[config.mk]
export PLATFORM = sky130hd
export DESIGN_NAME = pipeline_ctrl_unit
export DESIGN_NICKNAME = d
export VERILOG_FILES = /design/src/rtl/pipeline_ctrl_unit.sv
export SDC_FILE = /design/constraint.sdc
export NUM_CORES = 1
export LEC_CHECK = 0
export CAP_MARGIN = 10
export CORE_UTILIZATION = 31
export CTS_CLUSTER_DIAMETER = 80
export CTS_CLUSTER_SIZE = 30
export DETAILED_ROUTE_END_ITERATION = 16
export PLACE_DENSITY = 0.8
export SLEW_MARGIN = 20
export SYNTH_ARGS = -nofsm -noshare
export SYNTH_HDL_FRONTEND = slang
export SYNTH_SLANG_ARGS = --single-unit
[constraint.sdc]
create_clock -name clk -period 1.7 [get_ports clk]
set_input_delay 0.34 -clock clk [delete_from_list [all_inputs] [get_ports clk]]
set_output_delay 0.34 -clock clk [all_outputs]
set_load 0.03 [all_outputs]
[src/rtl/pipeline_ctrl_unit.sv]
// pipeline_ctrl_unit: hazard/stall/flush controller for the 5-stage MIPS core.
// Arbitrates memory freeze > load-use stall > branch/jump redirect > run and
// drives the enables, flushes and bubbles of the PC and the four pipeline
// registers. Tracks memory wait length (sticky mem_timeout) and back-to-back
// load-use stalls (sticky stall_err).
// Optional feature: define PIPELINE_PERF_CNT_EN to build the three
// performance counters; otherwise they read as zero.
// Handshake note: there is no valid/ready pair here; mem_req_M/mem_ack_M is a
// request-held-until-ack protocol, and a request with ack in the same cycle
// completes without freezing the pipeline.
module pipeline_ctrl_unit #(
    parameter int MEM_TIMEOUT = 64,
    parameter int CNT_W       = 32
) (
    input  logic             clk,
    input  logic             rst_n,
    input  logic             stall_D,
    input  logic             branch_taken_D,
    input  logic             jump_D,
    input  logic             mem_req_M,
    input  logic             mem_ack_M,
    output logic             pc_we,
    output logic             ifid_we,
    output logic             ifid_flush,
    output logic             idex_bubble,
    output logic             idex_we,
    output logic             exmem_we,
    output logic             memwb_bubble,
    output logic             stall_err,
    output logic             mem_timeout,
    output logic [CNT_W-1:0] stall_cycles,
    output logic [CNT_W-1:0] flush_cycles,
    output logic [CNT_W-1:0] freeze_cycles,
    output logic [1:0]       fsm_state_o
);

    localparam int WC_W = $clog2(MEM_TIMEOUT + 1);
    localparam logic [WC_W-1:0] WAIT_MAX = WC_W'(MEM_TIMEOUT);

    localparam logic [1:0] ST_RUN      = 2'd0;
    localparam logic [1:0] ST_LU_STALL = 2'd1;
    localparam logic [1:0] ST_MEM_WAIT = 2'd2;

    logic [1:0]      state_q, state_d;
    logic [WC_W-1:0] wait_cnt_q, wait_cnt_d;
    logic            stall_err_q, stall_err_d;
    logic            mem_timeout_q, mem_timeout_d;

    logic freeze;
    logic stall_take;
    logic redirect;

    assign freeze     = mem_req_M & ~mem_ack_M;
    assign stall_take = stall_D & ~freeze;
    assign redirect   = (branch_taken_D | jump_D) & ~stall_D & ~freeze;

    // Next state, wait counter and sticky flag updates.
    always_comb begin
        state_d       = ST_RUN;
        wait_cnt_d    = '0;
        stall_err_d   = stall_err_q;
        mem_timeout_d = mem_timeout_q;
        if (freeze) begin
            state_d = ST_MEM_WAIT;
        end else if (stall_take) begin
            state_d = ST_LU_STALL;
        end
        if (freeze) begin
            wait_cnt_d = (wait_cnt_q == WAIT_MAX) ? WAIT_MAX : wait_cnt_q + 1'b1;
        end
        // Entering LU_STALL always means the stall was honoured last cycle.
        if ((state_q == ST_LU_STALL) && stall_take) begin
            stall_err_d = 1'b1;
        end
        if (wait_cnt_d == WAIT_MAX) begin
            mem_timeout_d = 1'b1;
        end
    end

    // State, wait counter and sticky flags with synchronous active-low reset.
    always_ff @(posedge clk) begin
        if (!rst_n) begin
            state_q       <= ST_RUN;
            wait_cnt_q    <= '0;
            stall_err_q   <= 1'b0;
            mem_timeout_q <= 1'b0;
        end else begin
            state_q       <= state_d;
            wait_cnt_q    <= wait_cnt_d;
            stall_err_q   <= stall_err_d;
            mem_timeout_q <= mem_timeout_d;
        end
    end

    // Zero-latency pipeline controls; reset forces every stage to hold a NOP.
    always_comb begin
        pc_we        = ~freeze & ~stall_take;
        ifid_we      = ~freeze & ~stall_take;
        ifid_flush   = redirect;
        idex_bubble  = stall_take;
        idex_we      = ~freeze;
        exmem_we     = ~freeze;
        memwb_bubble = freeze;
        if (!rst_n) begin
            pc_we        = 1'b0;
            ifid_we      = 1'b0;
            idex_we      = 1'b0;
            exmem_we     = 1'b0;
            ifid_flush   = 1'b1;
            idex_bubble  = 1'b1;
            memwb_bubble = 1'b1;
        end
    end

    assign stall_err   = stall_err_q;
    assign mem_timeout = mem_timeout_q;
    assign fsm_state_o = state_q;

`ifdef PIPELINE_PERF_CNT_EN
    logic [CNT_W-1:0] stall_cnt_q, flush_cnt_q, freeze_cnt_q;

    // Performance counters, wrapping naturally at 2^CNT_W.
    always_ff @(posedge clk) begin
        if (!rst_n) begin
            stall_cnt_q  <= '0;
            flush_cnt_q  <= '0;
            freeze_cnt_q <= '0;
        end else begin
            if (stall_take) stall_cnt_q  <= stall_cnt_q + 1'b1;
            if (redirect)   flush_cnt_q  <= flush_cnt_q + 1'b1;
            if (freeze)     freeze_cnt_q <= freeze_cnt_q + 1'b1;
        end
    end

    assign stall_cycles  = stall_cnt_q;
    assign flush_cycles  = flush_cnt_q;
    assign freeze_cycles = freeze_cnt_q;
`else
    assign stall_cycles  = '0;
    assign flush_cycles  = '0;
    assign freeze_cycles = '0;
`endif

endmodule

======== Word level (Yosys, flattened, before mapping) ========
Cells that the tools add are included.
word-level totals
  memory bits (read-only) ................. 0
  bits of input ports ..................... 7
  output and inout bits ................... 107
  memories ................................ 0
  register bits after elaboration ......... 11
  bits in writable memories ............... 0
  logic and storage cells ................. 31
  bits in latches ......................... 0
cells by class
  divide/modulo/power cells ............... 0
  reduce and logical (&&, ||, !) cells .... 2
  $mul .................................... 0
  $add $sub $neg .......................... 1
  $lt $le $gt $ge ......................... 0
  mux-type cells .......................... 9
  shift operators ......................... 0
  eq/ne operators ......................... 3
  bitwise operators ....................... 11
operators by type and width
  cell                   count
  $eq A7 B7 Y1 const B   2
  $mux W7                2
  $add A7 B1 Y7 const B  1
  $mux W1                6
  $and A1 B1 Y1          5
  $not A1 Y1             5
  $eq A2 B1 Y1 const B   1
  $mux W2                1
  $reduce_or A2 Y1       1
  $logic_and A1 B1 Y1    1
  $or A1 B1 Y1           1

======== Longest topological paths before layout ========
  depth in word-level cells ............... 7
  gate-level depth with buffers ........... 6
  mapped depth without buffers ............ 6

======== Worst setup path before layout ========
OpenSTA, ideal clock, no wires.
  path type ............................... in2out
  from .................................... in mem_ack_M
  to ...................................... out pc_we
  data required time ...................... 1.360 ns
  stages on the path ...................... 4
  setup slack ............................. -0.108 ns
  arrival time ............................ 1.468 ns
  buffers on the path ..................... 1
  cells stage by stage .................... nand2b_1 -> nand2_1 -> nor2_1 -> buf_4
on the way
  cells in the longest elaborated chain, start to end .. 7
RTL lines
  item             RTL line  text
  start, declared  21        input logic mem_ack_M,
  $not A1 Y1 *     53        assign freeze = mem_req_M & ~mem_ack_M;
  $and A1 B1 Y1 *  53
  $not A1 Y1 *     --
  $and A1 B1 Y1    54        assign stall_take = stall_D & ~freeze;
  $not A1 Y1       --
  $and A1 B1 Y1 *  --
  $mux W1 *        --
  end, declared    22        output logic pc_we,
Every way passes the cells marked *; elsewhere a longest branch is shown, timed or not.

======== Worst setup path in the final report ========
  from .................................... in mem_ack_M
  to ...................................... out ifid_we
on the way
  cells in the longest elaborated chain, start to end .. 7
RTL lines
  item             RTL line  text
  $not A1 Y1 *     53
  $and A1 B1 Y1 *  53
  $not A1 Y1 *     54, 98
  $and A1 B1 Y1    54
  $not A1 Y1       98        ifid_we = ~freeze & ~stall_take;
  $and A1 B1 Y1 *  98
  $mux W1 *        104       if (!rst_n) begin
  end, declared    23        output logic ifid_we,
Marks and branches as above.

==> results.toml <==
[clock_tree]
cts_hold_buffers = 0
clock_tree_from_tritoncts = "built"
clock-root-buffer = "clkbuf_8"
numCtsBuffers = 3
htree_levels = 1
number_of_sinks_handled_by_clock_tree_synthesis = 11
clkTransAtPathRegs_ns = 0.05
post-cts-setup-buffer-count = 0
cts.path.max_buffers = 2
clock_insertion_delay_worst_skew_ns = 0.24

[setup_path]
max_stage_delay_ns = 0.47
setup.worst_path.end_class = "output port"
path_max_fanout = 4
start_kind = "primary input"
critPathRequiredTime_ns = 1.36
critPathArrivalTime_ns = 1.32
timing.critical_path.cells = "clkdlybuf4s50_1 -> nand2b_4 -> nand2_1 -> nor2_2 -> buf_4"
worstSetupPathType = "primary input to output port"
cpMaxStageDelayCell = "clkdlybuf4s50_1"

[power_and_ir_drop]
power_per_cell_area_nw_per_um2 = 770
power.share.combinational_pct = 41.5
sw_frac_of_total_pct = 47.7
power.internal_mw = 0.470
power.clock.fraction_pct = 28.9
switching_power_mw = 0.429
power.static_leakage_nw = 0.643
power.total_mw = 0.899
power.ir.vdd_worst_mv = 0.284
seq_power_share_pct = 29.6

[logic_synthesis]
post_synth.cell_area_avg_um2 = 7.79
syn-cell-area_um2 = 1270
synth_seq_cells = 11
ys.flop_type = "dfxtp_1"
synth_enable_flop_cells = 0
ys_async_sr_fraction_pct = 0
distinct_cell_type_count_after_synthesis = 29
yosysSeqAreaShare_pct = 17.3
synth.yosys.warnings = 0
synthesis.instances = 163

[hold_path]
hold_crit_path_type = "flip-flop to flip-flop"

[route]
detail_route.wirelength_mm = 1.57
post-route-drc-count = 0
viasPerCell = 3.37
drtIter0Drc = 40
num_vias = 775
drt-wirelength-per-cell_um = 6.82
drtPass1Iterations = 4
ant_nets = 0

[global_route]
grt_remaining_overflow = 0
first_global_vias = 484
grt_pass1_wl_mm = 2.02
antenna_found_initial = 0
grt_start_max_net_pins = 8
global_route.usage.total_pct = 6.18

[floorplan]
initial_core_util_pct = 33.4
chipWidth_um = 66.0
ios = 114
placement_rows = 22
chipHeight_um = 66.0
coreArea_um2 = 3800
die-area_um2 = 4360

[sta]
clock.fmax_mhz = 604
slew_viol_final = 0
finalSetupViolCount = 0
finalWorstPathRequiredPeriod_ns = 1.66
min_period_over_period_pct = 97.4
setup_tns_ns = 0
rsz_0062_raised_after_global_routing = "true"
finalClockSkew_ns = 0.000473
hold_violation_count_in_the_final_report = 0

[place]
gp_congestion = 0.808
placedInstanceArea_um2 = 1120
port_buffers = 17
hpwl_mm = 1.33

[job]
cap_viol_max_count = 0

[finish]
fin_area_um2 = 1170
num-fill-cells = 442
layout-drive-gt1-share_pct = 8.79
insertedDiodeCount = 0
design.final.nets = 192
syn_to_final_growth_pct = -7.98

[outcome]
outcome = "finished clean"
==> cell usage in the layout, fill, tap and decap left out, drive strengths merged, types with 3 or more instances in the layout <==
cell type / instances
buf: 9
clkbuf: 4
clkdlybuf4s50: 10
conb: 96
dfxtp: 11
inv: 7
nand2: 6
nand3: 4
nor2: 7
o21ai: 4
xor2: 3
==> area by class of cell <==
class	instances	area, µm²	share of cell area, %
multi-input cells	141	649	55.6
repair buffers	19	168	14.3
well taps	48	60.1	5.14
flip-flops and latches	11	220	18.8
clock buffers	4	45.0	3.85
inverters	7	26.3	2.25
==> sequential cells by signal, indices dropped and copies added, names as in the netlist <==
register and cells:
wait_cnt_q 7, mem_timeout 1, stall_err 1, fsm_state_o 2
==> power by group through the flow <==
stage,clock network (mW),registers [mW],logic (mW)
2_1_floorplan,0,0.277,0.490
3_3_place_gp,0,0.271,0.365
3_5_place_dp,0,0.271,0.367
4_1_cts,0.266,0.266,0.369
5_1_grt,0.279,0.266,0.392
6_report,0.260,0.266,0.373
==> what timing repair did <==
action                     4_1_cts  5_1_grt
setup endpoints to repair        1        2
gates resized for setup          1        1
hold endpoints to repair         0        0
cloned                           0        0
==> kinds of logic after synthesis <==
kind of cell               Yosys count  share of synthesized area, %
DFF                                 11                          17.3
AOI/OAI and AO/OA                    9                          4.53
other                                1                         0.295
xor gates and xnor gates             4                          2.76
and+or+nand+nor                     30                          12.7
buffers and inverters              106                          60.4
adders and majority gates            2                          1.97
==> cells in the mapped netlist (all sizes together) (2+ instances only) <==
library cell / instances / area [µm²]
ha: 2 / 25.0
o21ai: 4 / 20.0
inv: 7 / 26.3
buf: 99 / 741
nor2: 7 / 26.3
nand3: 4 / 20.0
and3: 2 / 12.5
nor3: 2 / 15.0
dfxtp: 11 / 220
xor2: 3 / 26.3
nand2: 6 / 22.5
==> worst max-delay path: cells and delay by family <==
kind                   cells  cell delay [ns]
and+or+nand+nor            3             0.33
buffers and inverters      2             0.64
==> metal layers <==
layer	share of wire, %	up-vias	global-route usage [%]
li1	-	358	-
met1	33	340	6.17
met2	51	75	10.5
met3	16	2	4.31
met4	0.19	0	1.33
met5	0	-	0
==> worst paths after layout <==
path / start / to / slack, ns / cells past startpoint
worst min-delay path: stall_err / stall_err / 0.46 / 1
worst max register to register: wait_cnt_q[0] / wait_cnt_q[5] / 0.11 / 6
worst min register to register: stall_err / stall_err / 0.46 / 1
worst max-delay path: mem_ack_M / ifid_we / 0.04 / 5
==> through the flow <==
| step | setup slack (ns) | instances | util, % | hold slack [ns] |
|---|---|---|---|---|
| after floorplan | 0.0617 | 258 | - | 0.441 |
| after global placement | -0.000646 | 226 | 29.4 | 0.450 |
| after detailed placement | -0.0345 | 226 | 29.4 | 0.460 |
| after CTS | 0.0201 | 230 | 30.8 | 0.471 |
| after global routing | -0.00398 | 230 | 30.8 | 0.499 |
| final | 0.0446 | 230 | 30.8 | 0.464 |
Note: power is estimated with default switching activity, not from simulation.
